**config.mk**
```make
export PLATFORM = sky130hd
export DESIGN_NAME = rv_alu_flat
export DESIGN_NICKNAME = d
export VERILOG_FILES = /design/src/rtl/rv_pkg.sv /design/src/rtl/rv_alu_if.sv /design/src/rtl/rv_alu_shifter.sv /design/src/rtl/rv_alu.sv /design/src/flat_wrapper.sv
export SDC_FILE = /design/constraint.sdc
export NUM_CORES = 1
export LEC_CHECK = 0
export ABC_AREA = 1
export CORE_ASPECT_RATIO = 0.75
export CORE_MARGIN = 1.5
export CORE_UTILIZATION = 35
export DETAILED_ROUTE_END_ITERATION = 10
export PLACE_DENSITY_LB_ADDON = 0.08
export SLEW_MARGIN = 0
export SYNTH_ARGS = -nofsm -noshare
export SYNTH_HDL_FRONTEND = slang
export SYNTH_HIERARCHICAL = 1
export SYNTH_SLANG_ARGS = --single-unit
```
**constraint.sdc**
```tcl
create_clock -name clk -period 0.95 [get_ports clk]
set_input_delay 0.19 -clock clk [delete_from_list [all_inputs] [get_ports clk]]
set_output_delay 0.19 -clock clk [all_outputs]
set_load 0.02 [all_outputs]
```
**src/rtl/rv_pkg.sv**
```systemverilog
// Shared RV32I definitions: ALU function codes and base opcode constants.
// Imported by the ALU and by the rest of the core.
package rv_pkg;

  // ALU fn = {alt, funct3}; alt only distinguishes ADD/SUB and SRL/SRA
  localparam logic [3:0] ALU_ADD  = 4'd0;
  localparam logic [3:0] ALU_SLL  = 4'd1;
  localparam logic [3:0] ALU_SLT  = 4'd2;
  localparam logic [3:0] ALU_SLTU = 4'd3;
  localparam logic [3:0] ALU_XOR  = 4'd4;
  localparam logic [3:0] ALU_SRL  = 4'd5;
  localparam logic [3:0] ALU_OR   = 4'd6;
  localparam logic [3:0] ALU_AND  = 4'd7;
  localparam logic [3:0] ALU_SUB  = 4'd8;
  localparam logic [3:0] ALU_SRA  = 4'd13;

  typedef enum logic [2:0] {
    F3_ADD  = 3'd0,
    F3_SLL  = 3'd1,
    F3_SLT  = 3'd2,
    F3_SLTU = 3'd3,
    F3_XOR  = 3'd4,
    F3_SR   = 3'd5,
    F3_OR   = 3'd6,
    F3_AND  = 3'd7
  } alu_f3_e;

  localparam logic [6:0] OPC_LUI    = 7'b0110111;
  localparam logic [6:0] OPC_AUIPC  = 7'b0010111;
  localparam logic [6:0] OPC_JAL    = 7'b1101111;
  localparam logic [6:0] OPC_JALR   = 7'b1100111;
  localparam logic [6:0] OPC_BRANCH = 7'b1100011;
  localparam logic [6:0] OPC_LOAD   = 7'b0000011;
  localparam logic [6:0] OPC_STORE  = 7'b0100011;
  localparam logic [6:0] OPC_OP_IMM = 7'b0010011;
  localparam logic [6:0] OPC_OP     = 7'b0110011;

endpackage

```
**src/rtl/rv_alu_if.sv**
```systemverilog
// Operand/result bundle between the operand mux (master) and the ALU (slave).
interface rv_alu_if #(
  parameter int WIDTH = 32
);
  logic             in_valid;
  logic [WIDTH-1:0] x;
  logic [WIDTH-1:0] y;
  logic [3:0]       fn;
  logic [WIDTH-1:0] out;
  logic             zero;
  logic             out_valid;

  modport master (output in_valid, x, y, fn, input out, zero, out_valid);
  modport slave  (input in_valid, x, y, fn, output out, zero, out_valid);
endinterface

```
**src/rtl/rv_alu_shifter.sv**
```systemverilog
// Combinational barrel shifter for SLL/SRL/SRA.
module rv_alu_shifter #(
  parameter int WIDTH = 32,
  parameter int SHW   = $clog2(WIDTH)
) (
  input  logic [WIDTH-1:0] operand,
  input  logic [SHW-1:0]   amount,
  input  logic             left,
  input  logic             arith,
  output logic [WIDTH-1:0] result
);

  always_comb begin
    if (left)
      result = operand << amount;
    else if (arith)
      result = $unsigned($signed(operand) >>> amount);
    else
      result = operand >> amount;
  end

endmodule

```
**src/rtl/rv_alu.sv**
```systemverilog
// RV32I integer ALU: one-cycle registered result and zero flag, one op per cycle.
module rv_alu
  import rv_pkg::*;
#(
  parameter int WIDTH = 32
) (
  input  logic    clk,
  input  logic    rst,
  rv_alu_if.slave bus
);

  localparam int SHW = $clog2(WIDTH);

  alu_f3_e          f3;
  logic             alt;
  logic [WIDTH-1:0] sum;
  logic [WIDTH-1:0] diff;
  logic [WIDTH-1:0] sh_res;
  logic [WIDTH-1:0] result;

  assign f3   = alu_f3_e'(bus.fn[2:0]);
  assign alt  = bus.fn[3];
  assign sum  = bus.x + bus.y;
  assign diff = bus.x - bus.y;

  // Only the low SHW bits of y select the shift distance
  rv_alu_shifter #(.WIDTH(WIDTH), .SHW(SHW)) u_shifter (
    .operand (bus.x),
    .amount  (bus.y[SHW-1:0]),
    .left    (f3 == F3_SLL),
    .arith   (alt),
    .result  (sh_res)
  );

  always_comb begin
    // NOTE: default first so every path assigns result and no latch is inferred.
    result = '0;
    unique case (f3)
      F3_ADD:  result = alt ? diff : sum;
      F3_SLL,
      F3_SR:   result = sh_res;
      F3_SLT:  result = {{(WIDTH-1){1'b0}}, $signed(bus.x) < $signed(bus.y)};
      F3_SLTU: result = {{(WIDTH-1){1'b0}}, bus.x < bus.y};
      F3_XOR:  result = bus.x ^ bus.y;
      F3_OR:   result = bus.x | bus.y;
      F3_AND:  result = bus.x & bus.y;
      default: result = '0;
    endcase
  end

  // zero tracks the same value loaded into out, so it is reset to 1 alongside out = 0
  always_ff @(posedge clk or posedge rst) begin
    if (rst) begin
      bus.out       <= '0;
      bus.zero      <= 1'b1;
      bus.out_valid <= 1'b0;
    end else begin
      // NOTE: non-blocking assignments so all registers update from pre-edge values.
      bus.out_valid <= bus.in_valid;
      if (bus.in_valid) begin
        bus.out  <= result;
        bus.zero <= (result == '0);
      end
    end
  end

endmodule

```
**src/flat_wrapper.sv**
```systemverilog
// flat-port wrapper written by rule: the top's interface ports become plain ports
module rv_alu_flat import rv_pkg::*;
#(
  parameter int WIDTH = 32
)
  (clk, rst, bus_in_valid, bus_x, bus_y, bus_fn, bus_out, bus_zero, bus_out_valid);
  rv_alu_if #(.WIDTH(WIDTH)) bus_i ();
  input  logic clk;
  input  logic rst;
  input wire logic [$bits(bus_i.in_valid)-1:0] bus_in_valid;
  input wire logic [$bits(bus_i.x)-1:0] bus_x;
  input wire logic [$bits(bus_i.y)-1:0] bus_y;
  input wire logic [$bits(bus_i.fn)-1:0] bus_fn;
  output wire logic [$bits(bus_i.out)-1:0] bus_out;
  output wire logic [$bits(bus_i.zero)-1:0] bus_zero;
  output wire logic [$bits(bus_i.out_valid)-1:0] bus_out_valid;
  assign bus_i.in_valid = bus_in_valid;
  assign bus_i.x = bus_x;
  assign bus_i.y = bus_y;
  assign bus_i.fn = bus_fn;
  assign bus_out = bus_i.out;
  assign bus_zero = bus_i.zero;
  assign bus_out_valid = bus_i.out_valid;
  rv_alu #(.WIDTH(WIDTH)) u_core (.clk(clk), .rst(rst), .bus(bus_i));
endmodule
```
==> Implementation_results.wiki <==
{| class="wikitable"
! Metric !! Value
|-
| Placed cell count || 3239
|-
| Seq. cell area || 852.1 sq um
|-
| CTS Buffer Depth || 2
|-
| Synthesis-to-layout area growth || 78.95%
|-
| Count of endpoints failing setup in the final report || 67
|-
| ANT cells || 0
|-
| Number of clock buffers inserted by TritonCTS || 5
|-
| Capturing element type of the critical path || register
|-
| Detail-routed net length per standard cell || between 20 and 25 um
|-
| Leakage power figure || 11.04 nW
|-
| Worst IR Drop VDD || 0.9181 mV
|-
| Slew of the pin with the lowest slew margin || 0.5795 ns
|-
| Maximum net fanout on the critical path || 5
|-
| Number of hold buffers added after CTS || 0
|-
| Crit path buf inv count || 5
|-
| Row Count || 57
|-
| Type of the worst setup path || in2reg
|-
| H-tree lvl count || 2
|-
| Final Instance Count excl. Fillers || 3335
|-
| Critical-path cell with the highest stage delay || a21oi_2
|-
| DRC viols || 0
|-
| Failing checks || negative setup slack
|-
| 1st-iter DRT viols || 2171
|-
| IO Count || between 100 and 150
|-
| Port bufs || 104
|-
| Layout cells sized above 1 || 0.4881
|-
| Flops & latches, synth || 34
|-
| Total negative slack for setup checks || -39.77 ns
|-
| Routed via count || between 15k and 20k
|-
| Vias per cell || about 5.4
|-
| Final estimated routing congestion in global placement || 1.034
|-
| Via count of the first global-routing pass || between 15k and 20k
|-
| Cell at the root of the clock tree || clkbuf_16
|-
| Share of the yosys chip area belonging to registers || 0.07241
|-
| Count of cell instances traversed by the critical path || 20
|-
| Max-cap viol count || 0
|-
| Clk_lat worst skew || 0.28 ns
|-
| Cell Area, Synth || 11770 sq um
|-
| Total number of clock tree sinks || 34
|-
| Number of distinct library cell variants in the gate-level netlist after synthesis || 50
|-
| Count of antenna-violating nets left after detailed routing || 0
|-
| Critical Path Max Stage Delay || approximately 0.19 ns
|-
| Synthesized net count || 2346
|-
| Number of cells produced by synthesis || ~2.2k
|-
| Die width || between 200 and 250 um
|-
| Worst endpoint required time || 1.18 ns
|-
| Die Outline Area || 34740 sq um
|-
| Total power per unit cell area || approximately 800 nW/um^2
|-
| EDFF count, synth || 0
|-
| Hold/Removal Path Class || in2async
|-
| Slew margin rel. || 0.6136
|-
| Endpoints failing hold || 0
|-
| Post-synthesis cell type with the largest combined area || nand2_1
|-
| Combined area of the multi-input logic cells || 11410 sq um
|-
| Worst-path clk slew || 0.06 ns
|-
| Die H || 161.8 um
|-
| Worst path most repeated cell || nand3_1
|-
| Final Slew Violations || 0
|-
| Yosys Warn Count || 6
|-
| Detailed-route wire length || 68.08 mm
|-
| Total number of nets in the final design || 3061
|-
| Synth Area per Inst || 5.405 sq um
|-
| Antenna violations before repair || 0
|-
| Path depth of the worst reg2reg path || 4
|-
| Final critical-path share of the clock period || 2.616
|-
| Total Routing Usage GR || 0.3827
|-
| Starting Density || 0.3595
|-
| DPL Wire Length || about 55 mm
|-
| Setup repair after global routing missed its margin || yes
|-
| Async SR Flop Fraction || 1.000
|-
| Length of the first detailed-routing pass in iterations || 6
|-
| Kind of start point of the critical path || input pin
|-
| Global-route wire length before repair || 101.5 mm
|-
| Placement Cell Area || about 18000 sq um
|-
| Area of all placed cells without fillers || 21060 sq um
|-
| Data arrival, critical path || between 2 and 3 ns
|-
| Most used flip-flop cell after synthesis || dfrtp_1
|-
| Clock skew after layout || 0 ns
|-
| Total grt overflow || 0
|-
| Portion of synthesized cell area occupied by the leading cell type || 0.2185
|-
| Maximum clock frequency || 0.4024 GHz
|-
| Area inside the core boundary || ~33000 sq um
|-
| CTS tree || yes
|-
| Largest net degree at the start of global routing || 39
|-
| Final Worst Setup Slack || -1.535 ns
|-
| Top Family by Delay on Critical Path || simple AND/OR/NAND/NOR gates
|-
| Top cells by area in the synthesized netlist || nand2_1 (22%), nand3_1 (18%), ha_1 (10%)
|-
| Critical path cell sequence || buf_12 -> buf_6 -> buf_16 -> nand2_1 -> buf_4 -> nand3_1 -> nand3_1 -> nand3_1 -> nand3_1 -> nand3_2 -> nand2_2 -> o2111ai_4 -> a21oi_2 -> nand3_2 -> nor2_2 -> nand4_1 -> nor2_1 -> buf_4 -> nand4_1 -> nand2_1
|-
| Outcome || finished with violations
|-
| Final period demand of the worst path || 2.485 ns
|-
| Number of fill cells || between 3k and 4k
|}
[cells in the mapped netlist (19+ instances only)]
master,n
nand2_1,685
nand3_1,421
inv_1,286
nor2_1,155
ha_1,96
a21oi_1,53
o21ai_0,51
buf_2,46
dfrtp_1,33
nand4_1,29
a31oi_1,28
a221oi_1,27
clkbuf_1,21
buf_6,20
o22ai_1,20
nand2_2,19
[worst register-to-register path: cells and delay by family (launching register included)]
family	cells	cell delay (ns)
AO/OA/AOI/OAI	1	0.05
AND/OR/NAND/NOR	1	0.08
buffers and inverters	2	0.26
flip-flops	1	0.39
[path summary, 6_finish.rpt]
check,start,end,slack [ns]
max in group asynchronous,rst,u_core/bus.zero$_DFFE_PP1P_,0.45
min reg2reg,u_core/bus.zero$_DFFE_PP1P_,u_core/bus.zero$_DFFE_PP1P_,0.48
min,rst,u_core/bus.out[9]$_DFFE_PP0P_,0.24
max,bus_y[0],u_core/bus.zero$_DFFE_PP1P_,-1.53
min in group clk,bus_in_valid,u_core/bus.out_valid$_DFF_PP0_,0.26
max reg2reg,u_core/bus.out[12]$_DFFE_PP0P_,u_core/bus.out[12]$_DFFE_PP0P_,0.05
[placed cells by master, fill, tap and decap left out, types with 6 or more instances in the layout]
master,instances
nand4_1,29
o211ai_1,18
inv_4,9
inv_2,66
nor2_2,35
a31oi_1,26
dfrtp_1,33
buf_4,640
nand3_2,111
o21ai_2,12
nand3_1,310
a221oi_2,23
dlygate4sd2_1,10
buf_6,85
o21ai_1,15
nor3_4,7
nand2_1,546
ha_4,35
buf_2,34
nor2_1,105
ha_1,56
buf_12,23
nor2_4,38
o21ai_0,31
nand3b_1,7
o22ai_1,20
o21bai_1,6
a21oi_2,24
a21oi_1,30
nand3_4,14
clkdlybuf4s15_2,10
inv_1,219
nand2_4,29
nand2_2,142
[layer usage]
layer,vias up,routed length (um),track usage
met5,-,0,0
met4,0,1931,0.09443
met3,106,7880,0.1157
met2,909,27440,0.5631
met1,8326,30830,0.5398
li1,8567,-,-
[stage by stage]
stage                     worst slack, ns  utilization  power (mW)  hold WS [ns]
after floorplan                    -1.075            -       7.201        0.2214
after CTS                          -1.503       0.6291       16.09        0.2509
after global routing               -1.672       0.6433       17.72        0.2648
after detailed placement           -2.401       0.5542       12.77        0.4644
final                              -1.535       0.6433       16.81        0.2432
after global placement             -2.430       0.5542       12.71        0.4606
[flip-flops by register name, summed over array words and instances (netlist names)]
register              flops
u_core/bus.out           32
u_core/bus.out_valid      1
u_core/bus.zero           1
[area by class of cell]
| type | count | share of cell area |
|---|---|---|
| Clock buffer | 7 | 0.006774 |
| Clock inverter | 1 | 0.0002377 |
| Inverter | 301 | 0.05716 |
| Multi-Input combinational cell | 1728 | 0.5420 |
| Sequential cell | 34 | 0.04046 |
| Tap cell | 442 | 0.02626 |
| Timing Repair Buffer | 820 | 0.3258 |
| Timing Repair inverter | 2 | 0.001307 |
[timing repair]
item                                    in CTS  in global routing
buffers inserted                            66                 18
hold endpoints to repair                     0                  0
endpoints found under the setup margin      67                 67
gates resized for setup                    862                117
pin swaps                                  165                 78
gates cloned                                 6                  0
[where the power goes]
group          leakage (nW)  internal, mW  total, mW  switching (mW)
sequential            0.404          1.64       1.79           0.153
combinational          10.6          5.94       13.3            7.39
clock                0.0739          1.04       1.69           0.646
[logic make-up (layout without fill, tap and decap cells)]
family | count (synthesis) | after routing | synth area share
AO/OA/AOI/OAI | 233 | 233 | 0.1260
XOR/XNOR | 1 | 1 | 0.0007444
adder cells (fa/ha/maj) | 98 | 98 | 0.1055
buffers and inverters | 415 | 1131 | 0.1591
flip-flops | 34 | 34 | 0.07241
AND/OR/NAND/NOR | 1396 | 1396 | 0.5363
No activity file was read; power rests on OpenSTA's default activity.
